===== src/rtl/cordic_engine.sv =====
`default_nettype none
// +------------------------------------------------------------------------+
// | Module   : cordic_engine                                                |
// | Purpose  : Iterative CORDIC engine, one micro-rotation per clock.       |
// |            Mode 0 (vectoring) returns magnitude and phase of (X,Y)      |
// |            over the full +/-180 degree range. Mode 1 (rotation) rotates |
// |            (X,Y) by angle Z. Outputs are gain compensated, rounded and  |
// |            saturated, with valid/ready handshakes on both sides.        |
// |                                                                         |
// | Ports    : CLK        in   clock, all state on rising edge              |
// |            RESET_N    in   asynchronous active-low reset                |
// |            In_Valid   in   operands valid                               |
// |            In_Ready   out  engine can accept operands (IDLE only)       |
// |            Mode       in   0 = vectoring, 1 = rotation                  |
// |            X_In/Y_In  in   signed DW-bit operands (I/Q)                 |
// |            Z_In       in   signed AW-bit binary angle (rotation only)   |
// |            Out_Valid  out  results valid, held until Out_Ready          |
// |            Out_Ready  in   downstream accepts results                   |
// |            X_Out      out  magnitude / rotated X                        |
// |            Y_Out      out  residual (~0) / rotated Y                    |
// |            Z_Out      out  phase / residual angle (~0)                  |
// |            Busy       out  high in any state other than IDLE            |
// |                                                                         |
// | Revision : 1.0 - initial release                                        |
// +------------------------------------------------------------------------+
module cordic_engine #(
  parameter int DW   = 13,
  parameter int GW   = 5,
  parameter int AW   = 16,
  parameter int ITER = 13
) (
  input  logic          CLK,
  input  logic          RESET_N,
  input  logic          In_Valid,
  output logic          In_Ready,
  input  logic          Mode,
  input  logic [DW-1:0] X_In,
  input  logic [DW-1:0] Y_In,
  input  logic [AW-1:0] Z_In,
  output logic          Out_Valid,
  input  logic          Out_Ready,
  output logic [DW-1:0] X_Out,
  output logic [DW-1:0] Y_Out,
  output logic [AW-1:0] Z_Out,
  output logic          Busy
);

  // Datapath width: two integer headroom bits cover sqrt(2) times the
  // CORDIC gain of ~1.647 on a full-scale input.
  localparam int c_W  = DW + GW + 2;
  localparam int c_CW = $clog2(ITER);

  // Gain compensation 1/1.6467602 = 0.6072529 as a 16-bit fraction
  // (39797 / 65536). A constant product reduces to a shift-add tree.
  localparam int c_KW = 17;
  localparam int c_PW = c_W + c_KW;
  localparam int c_SH = 16 + GW;  // drop the K fraction and the guard bits together
  localparam logic signed [c_PW-1:0] c_K    = c_PW'(39797);
  localparam logic signed [c_PW-1:0] c_RND  = c_PW'(2 ** (c_SH - 1));
  localparam logic signed [c_PW-1:0] c_SMAX = c_PW'(2 ** (DW - 1) - 1);

  // Binary angle for 180 degrees (-2^(AW-1)); adding it flips the MSB.
  localparam logic [AW-1:0] c_Z180 = {1'b1, {(AW-1){1'b0}}};

  typedef enum logic [2:0] {
    S_IDLE  = 3'd0,
    S_PRE   = 3'd1,
    S_ITER  = 3'd2,
    S_SCALE = 3'd3,
    S_DONE  = 3'd4
  } state_t;

  state_t                  r_state;
  logic signed [c_W-1:0]   r_x;
  logic signed [c_W-1:0]   r_y;
  logic        [AW-1:0]    r_z;
  logic                    r_mode;
  logic        [c_CW-1:0]  r_iter;
  logic                    r_in_ready;
  logic                    r_out_valid;
  logic                    r_busy;
  logic        [DW-1:0]    r_x_out;
  logic        [DW-1:0]    r_y_out;
  logic        [AW-1:0]    r_z_out;

  logic signed [c_W-1:0]   w_xs;
  logic signed [c_W-1:0]   w_ys;
  logic        [AW-1:0]    w_atan;
  logic                    w_dpos;
  logic                    w_rot_fold;

  // atan(2^-i) with 2^32 = 360 degrees.
  function automatic logic [31:0] atan32(input int idx);
    case (idx)
      0:       return 32'h2000_0000;
      1:       return 32'h12E4_051E;
      2:       return 32'h09FB_385B;
      3:       return 32'h0511_11D4;
      4:       return 32'h028B_0D43;
      5:       return 32'h0145_D7E1;
      6:       return 32'h00A2_F61E;
      7:       return 32'h0051_7C55;
      8:       return 32'h0028_BE53;
      9:       return 32'h0014_5F2F;
      10:      return 32'h000A_2F98;
      11:      return 32'h0005_17CC;
      12:      return 32'h0002_8BE6;
      13:      return 32'h0001_45F3;
      14:      return 32'h0000_A2FA;
      15:      return 32'h0000_517D;
      default: return 32'h0000_0000;
    endcase
  endfunction

  // Round the 32-bit table entry to AW bits: (c * 2^AW + 2^31) / 2^32.
  // Everything is constant per index, so this folds into a small ROM.
  function automatic logic [AW-1:0] atan_aw(input int idx);
    return AW'((({32'd0, atan32(idx)} << AW) + 64'h0000_0000_8000_0000) >> 32);
  endfunction

  // Multiply by K, drop the guard bits with round-half-up, and clamp to a
  // symmetric range so the most negative code never appears on the output.
  function automatic logic [DW-1:0] scale_sat(input logic signed [c_W-1:0] v);
    logic signed [c_PW-1:0] p;
    p = (c_PW'(v) * c_K + c_RND) >>> c_SH;
    if (p > c_SMAX) begin
      return DW'(c_SMAX);
    end else if (p < -c_SMAX) begin
      return DW'(-c_SMAX);
    end else begin
      return DW'(p);
    end
  endfunction

  assign w_xs   = r_x >>> r_iter;
  assign w_ys   = r_y >>> r_iter;
  assign w_atan = atan_aw(int'(r_iter));

  // d = +1: vectoring drives a negative Y up to zero, rotation consumes a
  // non-negative residual angle.
  assign w_dpos = r_mode ? ~r_z[AW-1] : r_y[c_W-1];

  // Rotation angle outside [-90, +90): the top two bits differ.
  assign w_rot_fold = r_z[AW-1] ^ r_z[AW-2];

  always_ff @(posedge CLK or negedge RESET_N) begin
    if (!RESET_N) begin
      r_state     <= S_IDLE;
      r_x         <= '0;
      r_y         <= '0;
      r_z         <= '0;
      r_mode      <= 1'b0;
      r_iter      <= '0;
      r_in_ready  <= 1'b1;
      r_out_valid <= 1'b0;
      r_busy      <= 1'b0;
      r_x_out     <= '0;
      r_y_out     <= '0;
      r_z_out     <= '0;
    end else begin
      case (r_state)
        S_IDLE: begin
          r_iter <= '0;
          if (In_Valid) begin
            // Sign-extend by two headroom bits and append GW guard bits.
            r_x        <= {{2{X_In[DW-1]}}, X_In, {GW{1'b0}}};
            r_y        <= {{2{Y_In[DW-1]}}, Y_In, {GW{1'b0}}};
            r_z        <= Z_In;
            r_mode     <= Mode;
            r_in_ready <= 1'b0;
            r_busy     <= 1'b1;
            r_state    <= S_PRE;
          end
        end

        S_PRE: begin
          // Fold the problem into the right half-plane so the iterations,
          // which converge over about +/-99.9 degrees, cover the full circle.
          if (!r_mode) begin
            if (r_x[c_W-1]) begin
              r_x <= -r_x;
              r_y <= -r_y;
              // +180 and -180 share one code in a wrapping binary angle.
              r_z <= c_Z180;
            end else begin
              r_z <= '0;
            end
          end else if (w_rot_fold) begin
            r_x <= -r_x;
            r_y <= -r_y;
            r_z <= r_z ^ c_Z180;
          end
          r_iter  <= '0;
          r_state <= S_ITER;
        end

        S_ITER: begin
          if (w_dpos) begin
            r_x <= r_x - w_ys;
            r_y <= r_y + w_xs;
            r_z <= r_z - w_atan;
          end else begin
            r_x <= r_x + w_ys;
            r_y <= r_y - w_xs;
            r_z <= r_z + w_atan;
          end
          if (r_iter == c_CW'(ITER - 1)) begin
            r_state <= S_SCALE;
          end else begin
            r_iter <= r_iter + c_CW'(1);
          end
        end

        S_SCALE: begin
          r_x_out     <= scale_sat(r_x);
          r_y_out     <= scale_sat(r_y);
          r_z_out     <= r_z;
          r_out_valid <= 1'b1;
          r_state     <= S_DONE;
        end

        S_DONE: begin
          // Results stay registered until taken; new operands are only
          // accepted from the following cycle on.
          if (Out_Ready) begin
            r_out_valid <= 1'b0;
            r_in_ready  <= 1'b1;
            r_busy      <= 1'b0;
            r_state     <= S_IDLE;
          end
        end

        default: begin
          r_out_valid <= 1'b0;
          r_in_ready  <= 1'b1;
          r_busy      <= 1'b0;
          r_state     <= S_IDLE;
        end
      endcase
    end
  end

  assign In_Ready  = r_in_ready;
  assign Out_Valid = r_out_valid;
  assign Busy      = r_busy;
  assign X_Out     = r_x_out;
  assign Y_Out     = r_y_out;
  assign Z_Out     = r_z_out;

endmodule
`default_nettype wire


===== config.mk =====
export PLATFORM = sky130hd
export DESIGN_NAME = cordic_engine
export DESIGN_NICKNAME = d
export VERILOG_FILES = /design/src/rtl/cordic_engine.sv
export SDC_FILE = /design/constraint.sdc
export NUM_CORES = 1
export LEC_CHECK = 0
export BUFFER_PORTS_ARGS = -buffer_cell sky130_fd_sc_hd__buf_4
export CAP_MARGIN = 40
export CORE_ASPECT_RATIO = 1.5
export CORE_UTILIZATION = 36
export CTS_BUF_LIST = sky130_fd_sc_hd__clkbuf_8
export DETAILED_ROUTE_END_ITERATION = 10
export GPL_TIMING_DRIVEN = 0
export HOLD_SLACK_MARGIN = 0.1
export PLACE_DENSITY = 0.59
export SETUP_SLACK_MARGIN = 0.05
export SYNTH_ARGS = -nofsm -noshare
export SYNTH_HDL_FRONTEND = slang
export SYNTH_SLANG_ARGS = --single-unit

===== constraint.sdc =====
create_clock -name CLK -period 16 [get_ports CLK]
set_clock_uncertainty 0.1 [all_clocks]
set_input_delay 3.2 -clock CLK [delete_from_list [all_inputs] [get_ports CLK]]
set_output_delay 3.2 -clock CLK [all_outputs]
set_load 0.05 [all_outputs]

==> flow_metrics.py <==
metrics = {
    "clock_network": {
        "cts.sink_count": 109,
        "clkSlewWorstSetupHoldPaths_ns": 0.15,
        "worst_skew_pair.late_latency_ns": 0.47,
        "cts_tree": "yes",
        "cts_hold_buf": 0,
        "cts_max_level": 3,
        "cts_buffer_depth": 2,
        "numCtsBuffers": 9,
        "post_cts.resized_instances": 0,
        "cts.root.buffer_cell": "sky130_fd_sc_hd__clkbuf_8",
        "post_cts.repair.setup_buffers": 0,
    },
    "sta": {
        "tightest_slew_ns": 0.976,
        "report.final.setup_viol": 0,
        "achievable-frequency_mhz": 116,
        "final_cycle_utilization_of_the_critical_path": 0.539,
        "worst_slew_margin_rel": 0.349,
        "layout_min_cycle_time_ns": 8.63,
        "rsz0062_at_grt": "no",
        "finalHoldViolCount": 0,
        "fin_worst_hold_slack_ns": 0.390,
        "final.setup.tns_ns": 0,
        "slew_viol_final": 0,
    },
    "yosys": {
        "synthArstFlopShare": 1.00,
        "synth_flop_type": "sky130_fd_sc_hd__dfrtp_1",
        "ys_seq_elements": 109,
        "netlist_area_um2": 24900,
        "synth_sequential_area_ratio": 0.109,
        "synth_top_area_share": 0.250,
        "synth-edff-count": 0,
        "yosys-top-cells-area": "sky130_fd_sc_hd__fa_1 (25%), sky130_fd_sc_hd__ha_1 (20%), sky130_fd_sc_hd__dfrtp_1 (11%), sky130_fd_sc_hd__inv_1 (8.9%), sky130_fd_sc_hd__a21oi_1 (3.2%)",
        "synth_top_family_by_area": "adder cells",
        "leading_cell_type_by_number_of_instances_after_synthesis": "sky130_fd_sc_hd__inv_1",
        "syn-mean-instance-area_um2": 8.98,
        "yosys.area.top_type": "sky130_fd_sc_hd__fa_1",
        "ys_warn_count": 0,
        "synthCells": 2775,
        "yosys-mux-area-fraction": 0.0563,
        "synth-compound-area-share": 0.134,
        "synth_simple_gate_area_share": 0.104,
        "synthDistinctLibCells": 84,
        "synth_fp_nets": 3524,
        "synth_commonest_cells": "sky130_fd_sc_hd__inv_1 (589), sky130_fd_sc_hd__ha_1 (391), sky130_fd_sc_hd__fa_1 (311)",
        "synthXorXnorAreaFrac": 0.0464,
        "synthAdderAreaFrac": 0.446,
    },
    "layout": {
        "final_layout_size_suffix_gt1_frac": 0.0700,
        "multi_input_area_um2": 19600,
        "area_growth_pct": 9.07,
        "finalNetCount": 3643,
        "nFillCells": 7082,
        "final-seq-area_um2": 2730,
    },
    "setup_path": {
        "required_ns": 16.27,
        "r2r_slack_ns": 7.37,
        "worstPathMaxFanout": 13,
        "setup_crit_start_kind": "flop",
        "r2r-start": "r_y[10]$_DFFE_PN0P_",
        "timing.critical_path.slowest_cell_delay_ns": 0.84,
        "critPathKind": "reg -> reg",
        "worst_setup_path_end_kind": "flop",
        "path_cells": "inv_1, ha_1, inv_1, fa_1, inv_1, fa_1, fa_1, fa_1, inv_1, fa_1, inv_1, ha_1, a211oi_1, nand3_1, a31oi_1, and3_1, or3_1, a21oi_1, or3_1, o31ai_1, nand4_1, o32a_1",
        "worstRegToRegCells": 22,
        "worst_ep_arrival_time_ns": 8.89,
        "crit_path_top_delay_cell": "sky130_fd_sc_hd__dfrtp_1",
        "r2r-end": "Y_Out[0]$_DFFE_PN0P_",
    },
    "floorplan": {
        "die_w_um": 217,
        "top_level_ports": 92,
        "initial_utilization": 0.365,
        "die_footprint_um2": 70300,
        "floorplan.core_area_um2": 68200,
        "standard_cell_rows": 117,
        "chipHeight_um": 324,
    },
    "grt": {
        "grt_pass1_vias": 21500,
        "gr-total-overflow": 0,
        "pin_count_of_the_biggest_net_entering_global_routing": 66,
        "grt_first_pass_wirelength_mm": 120,
        "antenna_found_initial": 1,
        "all_layer_global_routing_usage": 0.224,
    },
    "run_status": {
        "status": "finished clean",
    },
    "placement": {
        "io_buffer_count": 91,
        "post-dp-hpwl_mm": 63.0,
        "finalWeightedCongestion": 0.970,
    },
    "routing": {
        "vias": 20200,
        "route.antenna.remaining_nets": 0,
        "drt_first_iter_violations": 1132,
        "drcViolationCount": 0,
        "route.detailed.vias_per_inst": 5.33,
        "route.final.wire_length_mm": 76.2,
        "drt-pass1-iter-count": 5,
        "mean_routed_wirelength_per_cell_um": 20.1,
    },
    "hold_path": {
        "min-delay-path-class": "reg -> reg",
        "min_from": "Z_Out[6]$_DFFE_PN0P_",
        "worst_hold_path.endpoint": "Z_Out[6]$_DFFE_PN0P_",
        "timing.hold.worst_path_depth": 2,
    },
    "flow_run": {
        "maxCapViolations": 0,
    },
}
==> stage by stage <==
step,util,setup WS [ns],area (µm²),instances
finish,0.399,7.37,27200,3792
floorplan,-,9.19,24900,2775
CTS,0.398,7.43,27200,3787
detailed placement,0.395,7.47,26900,3771
global route,0.399,7.15,27200,3792
global placement,0.392,7.44,26700,3758
==> routing by layer <==
layer	vias up	track usage	share of wire
met2	522	0.409	0.52
met5	-	0	0
met4	0	0.156	0.075
met1	9994	0.239	0.37
met3	218	0.0237	0.034
li1	9496	-	-
==> worst max-delay path, delay by kind of cell, from the launching register on <==
family | cells | cell delay [ns]
AO/OA/AOI/OAI | 5 | 2.00
AND/OR/NAND/NOR | 5 | 1.69
adder cells (fa/ha/maj) | 7 | 3.40
flip-flops | 1 | 0.84
buffers and inverters | 5 | 0.47
==> registers in the layout, indices dropped and copies added (netlist names), 3 cells and up <==
name     cells
X_Out       13
Y_Out       13
Z_Out       16
r_iter       4
r_state      3
r_x         20
r_y         20
r_z         16
==> logic make-up after synthesis <==
family	count (synthesis)
fa+ha+maj	702
xor+xnor	132
buf+inv	670
flops	109
mux	86
compound gates	525
simple gates	551
==> layout by cell type (no fill, tap or decap), types with 14 or more instances in the layout <==
master | Yosys | final
sky130_fd_sc_hd__clkbuf_1 | 54 | 54
sky130_fd_sc_hd__a21o_1 | 26 | 26
sky130_fd_sc_hd__a21oi_1 | 160 | 160
sky130_fd_sc_hd__buf_6 | 4 | 14
sky130_fd_sc_hd__inv_1 | 589 | 589
sky130_fd_sc_hd__nand3_1 | 37 | 37
sky130_fd_sc_hd__o22ai_1 | 30 | 30
sky130_fd_sc_hd__a211oi_1 | 24 | 24
sky130_fd_sc_hd__dfrtp_1 | 108 | 108
sky130_fd_sc_hd__a31oi_1 | 26 | 26
sky130_fd_sc_hd__ha_1 | 391 | 391
sky130_fd_sc_hd__fa_1 | 311 | 311
sky130_fd_sc_hd__nand2_1 | 166 | 166
sky130_fd_sc_hd__o21a_1 | 21 | 21
sky130_fd_sc_hd__buf_4 | 3 | 97
sky130_fd_sc_hd__xor2_1 | 55 | 55
sky130_fd_sc_hd__a22oi_1 | 19 | 19
sky130_fd_sc_hd__nor2_1 | 175 | 175
sky130_fd_sc_hd__and3_1 | 21 | 21
sky130_fd_sc_hd__o211ai_1 | 19 | 19
sky130_fd_sc_hd__o21ai_0 | 93 | 93
sky130_fd_sc_hd__mux2_2 | 18 | 18
sky130_fd_sc_hd__xnor2_1 | 77 | 77
sky130_fd_sc_hd__mux2i_1 | 30 | 30
sky130_fd_sc_hd__mux4_2 | 26 | 26
sky130_fd_sc_hd__nor3_1 | 40 | 40
sky130_fd_sc_hd__a221oi_1 | 18 | 18
sky130_fd_sc_hd__nor2b_1 | 19 | 19
sky130_fd_sc_hd__or3_1 | 16 | 16
==> worst max path at each step <==
stage                         from  cells after the start                     to
2_1_floorplan  r_y[10]$_DFFE_PN0P_                     24  Y_Out[10]$_DFFE_PN0P_
3_3_place_gp   r_y[10]$_DFFE_PN0P_                     22   Y_Out[0]$_DFFE_PN0P_
3_5_place_dp   r_y[10]$_DFFE_PN0P_                     22   Y_Out[0]$_DFFE_PN0P_
4_1_cts        r_y[10]$_DFFE_PN0P_                     22   Y_Out[0]$_DFFE_PN0P_
5_1_grt        r_y[10]$_DFFE_PN0P_                     22   Y_Out[0]$_DFFE_PN0P_
6_report       r_y[10]$_DFFE_PN0P_                     22   Y_Out[0]$_DFFE_PN0P_
==> layout make-up <==
class                           instances  share of cell area
Multi-Input combinational cell       1996               0.722
Sequential cell                       109               0.100
Inverter                              590              0.0814
Tap cell                              892              0.0410
Timing Repair Buffer                  108              0.0337
Buffer                                 80              0.0134
Clock buffer                            9             0.00456
Clock inverter                          7             0.00377
Antenna cell                            1           0.0000920
Power is left out: the tool's default activity adds up to more than one toggle a clock period on the data nets, which glitch-free logic cannot reach.
